$ cat src/rtl/borrow_look_ahead_divider_eight.sv
// Sequential 8-bit unsigned restoring divider, one quotient bit per clock.
// Each iteration does one trial subtraction through a 9-bit borrow look-ahead
// subtractor whose borrows are flat sum-of-products terms with no ripple chain.
// Ports:
//   clk, rst          rising-edge clock, asynchronous active-high reset
//   start             request; accepted only in IDLE or DONE
//   dividend, divisor unsigned operands, sampled with an accepted start
//   busy              high while iterating
//   done              one-cycle pulse when results become valid
//   div_by_zero       latched divisor was zero; held until the next accept
//   quotient          result, held until the next result is produced
//   remainder         result, held until the next result is produced
module borrow_look_ahead_divider_eight #(
  parameter logic [7:0] DZ_QUOTIENT = 8'hFF
) (
  input  logic       clk,
  input  logic       rst,
  input  logic       start,
  input  logic [7:0] dividend,
  input  logic [7:0] divisor,
  output logic       busy,
  output logic       done,
  output logic       div_by_zero,
  output logic [7:0] quotient,
  output logic [7:0] remainder
);

  localparam int unsigned W  = 8;
  localparam int unsigned SW = W + 1;
  localparam int unsigned CW = 3;

  typedef enum logic [1:0] {IDLE, RUN, DONE} state_t;

  state_t        state, state_nxt;
  logic [W-1:0]  q, q_nxt;
  logic [W-1:0]  r, r_nxt;
  logic [W-1:0]  dvsr, dvsr_nxt;
  logic [CW-1:0] cnt, cnt_nxt;
  logic [W-1:0]  quo_nxt, rem_nxt;
  logic          dbz_nxt;

  // Borrow into bit i: OR over j<i of g[j] AND p[j+1..i-1], borrow-in zero.
  function automatic logic borrow_at(input logic [SW-1:0] g,
                                     input logic [SW-1:0] p,
                                     input int unsigned   i);
    logic acc;
    logic term;
    acc = 1'b0;
    for (int unsigned j = 0; j < SW; j++) begin
      if (j < i) begin
        term = g[j];
        for (int unsigned k = 0; k < SW; k++) begin
          if (k > j && k < i) term = term & p[k];
        end
        acc = acc | term;
      end
    end
    return acc;
  endfunction

  // Trial subtraction S - {0,divisor}, S = {R, next dividend bit}.
  logic [SW-1:0] s_ext, d_ext, g, p;
  logic [W-1:0]  dif;
  logic          bout;

  assign s_ext = {r, q[W-1]};
  assign d_ext = {1'b0, dvsr};

  always_comb begin
    g = ~s_ext & d_ext;
    p = ~(s_ext ^ d_ext);
    for (int unsigned i = 0; i < W; i++) begin
      dif[i] = ~p[i] ^ borrow_at(g, p, i);
    end
    bout = borrow_at(g, p, SW);
  end

  // The kept remainder is always below the divisor, so bit 8 is zero either way.
  logic [W-1:0] r_step, q_step;
  assign r_step = bout ? s_ext[W-1:0] : dif;
  assign q_step = {q[W-2:0], ~bout};

  logic accept;
  assign accept = start && (state != RUN);

  // Next-state and next-value logic.
  always_comb begin
    state_nxt = state;
    q_nxt     = q;
    r_nxt     = r;
    dvsr_nxt  = dvsr;
    cnt_nxt   = cnt;
    quo_nxt   = quotient;
    rem_nxt   = remainder;
    dbz_nxt   = div_by_zero;
    case (state)
      IDLE, DONE: begin
        state_nxt = IDLE;
        if (accept) begin
          if (divisor == '0) begin
            quo_nxt   = DZ_QUOTIENT;
            rem_nxt   = dividend;
            dbz_nxt   = 1'b1;
            state_nxt = DONE;
          end else begin
            dvsr_nxt  = divisor;
            q_nxt     = dividend;
            r_nxt     = '0;
            cnt_nxt   = '0;
            dbz_nxt   = 1'b0;
            state_nxt = RUN;
          end
        end
      end
      RUN: begin
        q_nxt   = q_step;
        r_nxt   = r_step;
        cnt_nxt = cnt + CW'(1);
        if (cnt == CW'(W - 1)) begin
          quo_nxt   = q_step;
          rem_nxt   = r_step;
          state_nxt = DONE;
        end
      end
      default: state_nxt = IDLE;
    endcase
  end

  // State and registered outputs.
  always_ff @(posedge clk or posedge rst) begin
    if (rst) begin
      state       <= IDLE;
      q           <= '0;
      r           <= '0;
      dvsr        <= '0;
      cnt         <= '0;
      busy        <= 1'b0;
      done        <= 1'b0;
      div_by_zero <= 1'b0;
      quotient    <= '0;
      remainder   <= '0;
    end else begin
      state       <= state_nxt;
      q           <= q_nxt;
      r           <= r_nxt;
      dvsr        <= dvsr_nxt;
      cnt         <= cnt_nxt;
      busy        <= (state_nxt == RUN);
      done        <= (state_nxt == DONE);
      div_by_zero <= dbz_nxt;
      quotient    <= quo_nxt;
      remainder   <= rem_nxt;
    end
  end

endmodule

$ cat config.mk
export PLATFORM = sky130hd
export DESIGN_NAME = borrow_look_ahead_divider_eight
export DESIGN_NICKNAME = d
export VERILOG_FILES = /design/src/rtl/borrow_look_ahead_divider_eight.sv
export SDC_FILE = /design/constraint.sdc
export NUM_CORES = 1
export LEC_CHECK = 0
export CAP_MARGIN = 20
export CORE_ASPECT_RATIO = 1.75
export CORE_MARGIN = 2
export CORE_UTILIZATION = 50
export CTS_CLUSTER_DIAMETER = 200
export CTS_CLUSTER_SIZE = 28
export DETAILED_ROUTE_END_ITERATION = 8
export GPL_TIMING_DRIVEN = 0
export PLACE_DENSITY_LB_ADDON = 0.3
export SYNTH_ARGS = -nofsm -noshare
export SYNTH_HDL_FRONTEND = slang
export SYNTH_SLANG_ARGS = --single-unit
$ cat constraint.sdc
create_clock -name clk -period 2.4 [get_ports clk]
set_input_delay 0.24 -clock clk [delete_from_list [all_inputs] [get_ports clk]]
set_output_delay 0.24 -clock clk [all_outputs]
set_load 0.03 [all_outputs]
# --- After elaboration in Yosys (flattened, before gate mapping) ---
# Cells that the tools add are included.
word_totals:
  ff_bits: 48
  input_bits: 19
classes:
  add_sub_neg: 1
  eq_ne: 10
  mux: 23
  bitwise: 86
  n_reduce_logical: 9
op_table:
  columns: ["operator", "count"]
  rows:
  - ["$mux W8", 11]
  - ["$pmux W8 S2", 4]
  - ["$and A1 B1 Y1", 36]
  - ["$or A1 B1 Y1", 29]
  - ["$not A9 Y9", 2]
  - ["$not A1 Y1", 10]
  - ["$and A9 B8 Y9", 1]
  - ["$xor A9 B8 Y9", 1]
  - ["$logic_not A8 Y1", 1]
  - ["$ne A2 B2 Y1 const B", 4]
  - ["$xor A1 B1 Y1", 7]
  - ["$mux W2", 3]
  - ["$mux W3", 2]
  - ["$pmux W3 S2", 1]
  - ["$reduce_and A3 Y1", 2]
  - ["$eq A2 B1 Y1 const B", 2]
  - ["$eq A2 B2 Y1 const B", 2]
  - ["$pmux W2 S2", 1]
  - ["$reduce_and A4 Y1", 1]
  - ["$add A3 B1 Y3 const B", 1]
  - ["$eq A3 B3 Y1 const B", 1]
  - ["$logic_not A2 Y1", 1]
  - ["$ne A2 B1 Y1 const B", 1]
  - ["$reduce_and A2 Y1", 1]
  - ["4 further kinds", 4]

# --- Depth between registers and ports, before layout ---
# Gate-level depths: netlist of run 1.
logic_depth:
  word_depth: 21
  mapped_depth: 8
  depth_no_buf: 8

# --- Worst setup path before layout of run 1 ---
# Ideal clock, no wire load.
synth_timing:
  path_type: "reg2reg"
  start: "reg r[0]"
  end: "reg remainder[3]"
  t_arrival_ns: 1.961
  slack_ns: 0.350
  path_stages_with_launch: 9
  path_buffers: 0
  path_cell_list: "dfrtp_1 -> inv_1 -> ha_1 -> ha_1 -> o211ai_1 -> a21oi_1 -> o32ai_4 -> nand2_1 -> a41oi_1"
synth_via:
  elab_chain_len: 21
  word_cells_on_any_way: 33
  classes_between: "mux (3); bitwise (30)"
synth_rtl:
  columns: ["element", "line_no", "text"]
  rows:
  - ["start: declaration", "36", "logic [W-1:0] r, r_nxt;"]
  - ["start signal: assignment", "145", "r <= r_nxt;"]
  - ["$xor A9 B8 Y9", "71", "p = ~(s_ext ^ d_ext);"]
  - ["$not A9 Y9", "71", null]
  - ["$and A1 B1 Y1 (8 in a row)", "53", "if (k > j && k < i) term = term & p[k];"]
  - ["$or A1 B1 Y1 (8 in a row)", "55", "acc = acc | term;"]
  - ["$mux W8 (*)", "80", "assign r_step = bout ? s_ext[W-1:0] : dif;"]
  - ["$mux W8 (*)", "119", "if (cnt == CW'(W - 1)) begin"]
  - ["$pmux W8 S2 (*)", "96", "case (state)"]
  - ["end signal: assignment", "152", "remainder <= rem_nxt;"]
  - ["end: declaration", "25", "output logic [7:0] remainder"]
# Mark *: on every way between the ends. The rest lies on a longest branch, timed or not. The select of a mux whose other input is x is not followed.
# A chain may end at the register's enable or synchronous reset.

# --- Worst setup path in the final report of run 1 ---
layout_timing:
  start: "reg q[7]"
  end: "reg remainder[6]"
layout_via:
  elab_chain_len: 21
  word_cells_on_any_way: 27
  classes_between: "mux (3); bitwise (24)"
layout_rtl:
  columns: ["element", "line_no", "text"]
  rows:
  - ["start: declaration", "35", "logic [W-1:0] q, q_nxt;"]
  - ["start signal: assignment", "144", "q <= q_nxt;"]
  - ["$not A9 Y9 (*)", "70", "g = ~s_ext & d_ext;"]
  - ["$and A9 B8 Y9 (*)", "70", null]
  - ["$and A1 B1 Y1 (*) (5 in a row)", "53", null]
  - ["$and A1 B1 Y1 (3 in a row)", "53", null]
  - ["$or A1 B1 Y1 (8 in a row)", "55", null]
  - ["$mux W8 (*)", "80", null]
  - ["$mux W8 (*)", "119", null]
  - ["$pmux W8 S2 (*)", "96", null]
# Marks and branches as above.

==> results.md, run 1 <==
- CP max stage cell: o32ai_4
- Post-layout util: 0.6332
- Setup Skew: around 12 ps
- Vias: 2097
- Most common cell after layout, fill and taps aside: nand2_1
- Cell internal pwr: 2.709 mW
- Initial DRC Count: 90
- Tcrit/Tclk final: 0.9479
- Diodes inserted: 0
- Net Sw Frac: 0.4394
- RePlAce Congestion: 0.8198
- Final hold viol count: 0
- Reg2reg setup slack: around 130 ps
- Clock Tree Buf Depth: 2
- Layout cells sized above 1: 0.09779
- Core box area: approximately 5000 um2
- Endpoint class of the critical path: flop
- Antenna Nets Post-Route: 0
- Crit path DAT: 2510 ps
- Pin count of the biggest net entering global routing: 32
- Starting density of the core: 0.5102
- Top_reg_cell synth: dfrtp_1
- LEAKAGE: 1.362 nW
- Met3 WL: 177 um
- Seq cells post-synth: 48
- Drt drc: 0
- RSZ-0062 raised after global routing: false
- Post-synthesis sequential area ratio: 0.4812
- Synth area leader: dfrtp_1
- Synthesized cell area: 2496 um2
- CTS tree: built
- Die span in y: 97.47 um
- Met1 Wirelength: ~2200 um
- Outcome: completed
- Ys async rst share: 1.000
- GRT Overall Usage: 0.2218
- WP data required: 2630 ps
- Via/cell ratio: approximately 5.7
- HPWL Detailed: 4368 um
- VDD IR-drop max: 898.9 uV
- Pre-antenna DRT Iters: 6
- Clock power frac: 0.125
- Worst-skew pair later-pin latency: 310 ps
- Clk sinks: 48
- Reg-to-Reg End: remainder[6]$_DFFE_PP0P_
- Top Ports: 38
- Setup Crit Path Kind: reg -> reg
- Net switching power: 2.124 mW
- Port Buffers: 37
- Tightest Pin Transition: 533.1 ps
- Dominant cells by area after synthesis: dfrtp_1 (48%), nand2_1 (7.8%), nor2_1 (5.9%)
- Avg WL per Cell: 15.12 um
- Post-synth net total: around 300
- Mean Syn Cell Area: 9.245 um2
- RR Startpoint: q[7]$_DFFE_PP0P_
- Hold buffer count at cts: 0
- Warnings from Yosys: 0
- Final nets: 347
- Vias in the first global route: 2055
- Top Metal Used: met4
- First-pass GRT wire length: 9597 um
- CTS root buf: clkbuf_8
- Routed wl met2: 3040 um
- Setup violators final: 0
- Reg clk slew, reported paths: ~90 ps
- Area Growth Syn to Fin: 24.11%
- Crit-path max cell delay: roughly 440 ps
- Hold_ws: 236.5 ps
- Total grt overflow: 0
- Routed Wire Length: 5609 um
- Cell repeated most along the worst path: ha_1
- Reg power frac: 0.298
- Slew Limit Headroom: 0.6446
- Minimum clock period: 2275 ps
- H-tree Lvls: 2
- HP Class: in -> async
- Tot Pwr: roughly 4.8 mW
- Combinational share of power: 0.577
- Startpoint types: flop
- Worst-case reg-to-reg path depth: 9
- PnR worst setup slack: 125.1 ps
- Yosys cell types: 46
- Die area: approximately 5600 um2
- Gate Count Post-Synth: between 200 and 300
- Critical-path cell list: inv_1 > ha_1 > ha_1 > o211ai_1 > buf_4 > a21oi_2 > o32ai_4 > o31ai_1 > a31oi_1
- Final Instance Area: 3098 um2
- Place WS: -6.545 ps
- Dpl cell area: 2954 um2
- Crit-path max FO: 6
- Max-cap viol count: 0
- Num CTS Buffers: 5
- Fin. max-slew vios: 0
- Initial antenna violation count: 0
- PD cells: between 1500 and 2000 nW/um2
- Horiz. Die Dim: around 57 um
- EDFF count, synth: 0
- Top-area cell type share of the netlist area: 0.4812
- Most frequent cells in the layout: nand2_1 (52), dfrtp_1 (47), nor2_1 (39), clkdlybuf4s50_1 (37), a21oi_1 (21)
- Max Fclk: around 440 MHz
- # rows: 34
synth_stat cells (2+ instances only):
cell type / n
a21o_1: 2
a21oi_1: 22
a22oi_1: 2
a31oi_1: 12
buf_4: 3
buf_6: 2
clkbuf_1: 5
dfrtp_1: 48
ha_1: 11
inv_1: 13
nand2_1: 52
nand3_1: 3
nor2_1: 39
nor2b_1: 3
nor4_1: 3
o211ai_1: 4
o21ai_0: 12
o31ai_1: 2
or3_1: 2
or4_4: 2
xnor2_1: 2
xor2_1: 2
power groups by stage:
stage | registers, mW | logic, mW | clock network, mW
after CTS | 1.43 | 2.74 | 0.616
after detailed placement | 1.45 | 2.70 | 0
after global routing | 1.48 | 3.09 | 0.644
after floorplan | 1.63 | 1.76 | 0
final | 1.44 | 2.79 | 0.606
after global placement | 1.43 | 2.63 | 0
worst max path at each step:
| stage | startpoint | to | slack [ps] | cells after the start |
|---|---|---|---|---|
| 3_5_place_dp | r[0]$_DFFE_PP0P_ | remainder[0]$_DFFE_PP0P_ | -7 | 8 |
| 5_1_grt | r[0]$_DFFE_PP0P_ | remainder[6]$_DFFE_PP0P_ | 5 | 9 |
| 4_1_cts | r[0]$_DFFE_PP0P_ | remainder[2]$_DFFE_PP0P_ | 0.2 | 8 |
| 3_3_place_gp | q[7]$_DFFE_PP0P_ | r[0]$_DFFE_PP0P_ | 10 | 8 |
| 2_1_floorplan | r[0]$_DFFE_PP0P_ | remainder[3]$_DFFE_PP0P_ | 350 | 8 |
| 6_report | q[7]$_DFFE_PP0P_ | remainder[6]$_DFFE_PP0P_ | 130 | 9 |
through the flow:
step / TNS [ps] / std cells
5_1_grt: 0 / 371
4_1_cts: 0 / 370
3_3_place_gp: 0 / 361
6_report: 0 / 371
2_1_floorplan: 0 / 270
3_5_place_dp: -6.545 / 362
cell type report:
class | count | area, um2
Clock buffer | 5 | 68.82
Inverter | 13 | 48.80
Timing Repair Buffer | 39 | 397.9
Buffer | 10 | 63.81
Tap cell | 54 | 67.56
Multi-Input combinational cell | 199 | 1202
Fill cell | 441 | 1794
Sequential cell | 48 | 1202
Clock inverter | 3 | 46.29
state kept, by name (all words and copies together), names as in the netlist:
register and cells:
dvsr 8, q 8, quotient 8, r 8
remainder 8, cnt 3, state 2, busy 1
div_by_zero 1, done 1
worst max-delay path: cells and delay by family (launching register included):
family                   cells  cell delay, ps
adder cells (fa/ha/maj)      2             480
flip-flops                   1             410
buffers and inverters        2             250
AO/OA/AOI/OAI                5            1070
cell families after synthesis:
group	share of synthesized area
simple gates	0.2070
buf+inv	0.04511
flops	0.4812
compound gates	0.1855
mux	0.004010
xor+xnor	0.01404
fa+ha+maj	0.06316
timing repair:
action | 4_1_cts | 5_1_grt
pin swaps | 0 | 1
hold endpoints to repair | 0 | 0
gates cloned | 0 | 0
setup buffers | 0 | 1
resized for setup | 2 | 3
endpoints found under the setup margin | 2 | 15
routing by layer:
layer	up-vias	track usage
li1	1031	-
met3	11	0.03063
met5	-	0
met2	55	0.3934
met4	0	0.1073
met1	1000	0.2509
Note: power is estimated with default switching activity, not from simulation.
==> inputs of run 2 (changes only) <==
Settings changed: CELL_PAD_IN_SITES_DETAIL_PLACEMENT set to 0, CELL_PAD_IN_SITES_GLOBAL_PLACEMENT set to 1, CORE_UTILIZATION 50 to 41, SETUP_SLACK_MARGIN set to 0.05.
==> run 2 against run 1 <==
Critical path depth did not move. Clock skew fell by 4.8 ps. Power rose by 1.6%. Setup slack improved by 41 ps. Core utilization fell by 9.9 points. Final cell count rose by 7.3%. Sequential power barely moved. Wire length rose by 11%. Largest cell class unchanged.
==> results.md, run 2 (synthesized netlist as in run 1, its figures left out) <==
- Outcome: completed
- # rows: 37
- RePlAce Congestion: 0.7903
- Diodes inserted: 0
- Port Buffers: 37
- CTS root buf: clkbuf_8
- Final nets: 350
- Max Fclk: 447.6 MHz
- LEAKAGE: approximately 1.4 nW
- Final Instance Area: 3143 um2
- Dpl cells: roughly 390
- Avg WL per Cell: 15.61 um
- Filler cells: 593
- Initial DRC Count: 58
- Fin. max-slew vios: 0
- Routed Wire Length: approximately 6200 um
- Initial antenna violation count: 0
- Pin count of the biggest net entering global routing: 33
- Pre-antenna DRT Iters: 4
- Crit-path max FO: 8
- Drt drc: 0
- Starting density of the core: 0.4246
- RR Startpoint: q[7]$_DFFE_PP0P_
- Setup Skew: 6.943 ps
- Die area: 6753 um2
- H-tree Lvls: 2
- GRT Overall Usage: 0.2038
- Worst-case reg-to-reg path depth: 9
- Setup Crit Path Kind: reg -> reg
- Reg clk slew, reported paths: 90 ps
- Crit path DAT: 2430 ps
- Reg2reg setup slack: 170 ps
- HP Class: in -> async
- Core box area: between 5000 and 6000 um2
- Via/cell ratio: 5.126
- Top Ports: 38
- Slew Limit Headroom: 0.5919
- Tcrit/Tclk final: 0.9308
- Minimum clock period: 2234 ps
- Final hold viol count: 0
- Most common cell after layout, fill and taps aside: nand2_1
- Max-cap viol count: 0
- PD cells: 1562 nW/um2
- CTS tree: built
- Hold buffer count at cts: 0
- Clk sinks: 48
- Most frequent cells in the layout: nand2_1 (52), dfrtp_1 (47), nor2_1 (39), clkdlybuf4s50_1 (37), a21oi_1 (21)
- Die span in y: 107.2 um
- Setup violators final: 0
- Worst-skew pair later-pin latency: between 300 and 400 ps
- Total grt overflow: 0
- Startpoint types: flop
- Antenna Nets Post-Route: 0
- Vias in the first global route: 2171
- Endpoint class of the critical path: flop
- WP data required: around 2600 ps
- Area Growth Syn to Fin: 25.91%
- Dpl cell area: 2984 um2
- HPWL Detailed: between 4000 and 5000 um
- Place WS: -91.09 ps
- VDD IR-drop max: around 640 uV
- Num CTS Buffers: 5
- Layout cells sized above 1: 0.1031
- Tot Pwr: 4.910 mW
- Clock Tree Buf Depth: 2
- PnR worst setup slack: approximately 170 ps
- Reg-to-Reg End: r[1]$_DFFE_PP0P_
- Final cell count without fillers: 398
- Tightest Pin Transition: between 600 and 700 ps
- First-pass GRT wire length: 10430 um
- Vias: about 2.0k
- RSZ-0062 raised after global routing: false
- Horiz. Die Dim: ~63 um
run 2: layout make-up:
class	count	area, um2	share of cell area
Multi-Input combinational cell	199	1202	0.3826
Timing Repair Buffer	42	420.4	0.1338
Clock buffer	6	72.57	0.02309
Sequential cell	48	1202	0.3826
Buffer	10	63.81	0.02030
Inverter	13	48.80	0.01553
Tap cell	78	97.59	0.03105
Clock inverter	2	35.03	0.01115
run 2: worst max-delay path, stage by stage, from the launching register on:
cell	delay, ps
dfrtp_1	390
inv_1	80
ha_1	250
ha_1	240
o211ai_1	210
buf_4	170
a211oi_1	60
a211o_2	390
a22oi_2	250
a21oi_1	90
run 2: worst max-delay path by stage:
stage                           from                  endpoint  slack, ps  cells past startpoint
floorplan           r[0]$_DFFE_PP0P_  remainder[3]$_DFFE_PP0P_        350                      8
global placement          divisor[3]  remainder[6]$_DFFE_PP0P_        -60                      7
detailed placement        divisor[3]  remainder[6]$_DFFE_PP0P_        -90                      7
CTS                 r[0]$_DFFE_PP0P_          r[1]$_DFFE_PP0P_         60                      9
finish              q[7]$_DFFE_PP0P_          r[1]$_DFFE_PP0P_        170                      9
global route        q[7]$_DFFE_PP0P_          r[1]$_DFFE_PP0P_         60                      9
run 2: what timing repair did:
action / in CTS / in global routing
resized for setup: 3 / 2
endpoints found under the setup margin: 12 / 13
pin swaps: 1 / 3
setup buffers: 1 / 3
run 2: report_power, final:
group / switching, mW / internal (mW) / total, mW
registers: 0.232 / 1.19 / 1.42
logic: 1.63 / 1.26 / 2.89
clock network: 0.285 / 0.310 / 0.595
total: 2.15 / 2.76 / 4.91
run 2: metal layers:
layer  up-vias  track usage  wire length [um]
met3         7      0.03673               196
met1       963       0.2141              2349
li1       1035            -                 -
met4         0      0.08095                97
met2        35       0.3906              3568
met5         -            0                 0
run 2: through the flow:
step | setup TNS [ps] | hold WS (ps) | util
2_1_floorplan | 0 | 345.4 | -
3_3_place_gp | -102.8 | 461.9 | 0.5042
3_5_place_dp | -289.8 | 467.6 | 0.5076
4_1_cts | 0 | 240.0 | 0.5297
5_1_grt | 0 | 269.7 | 0.5346
6_report | 0 | 222.8 | 0.5346
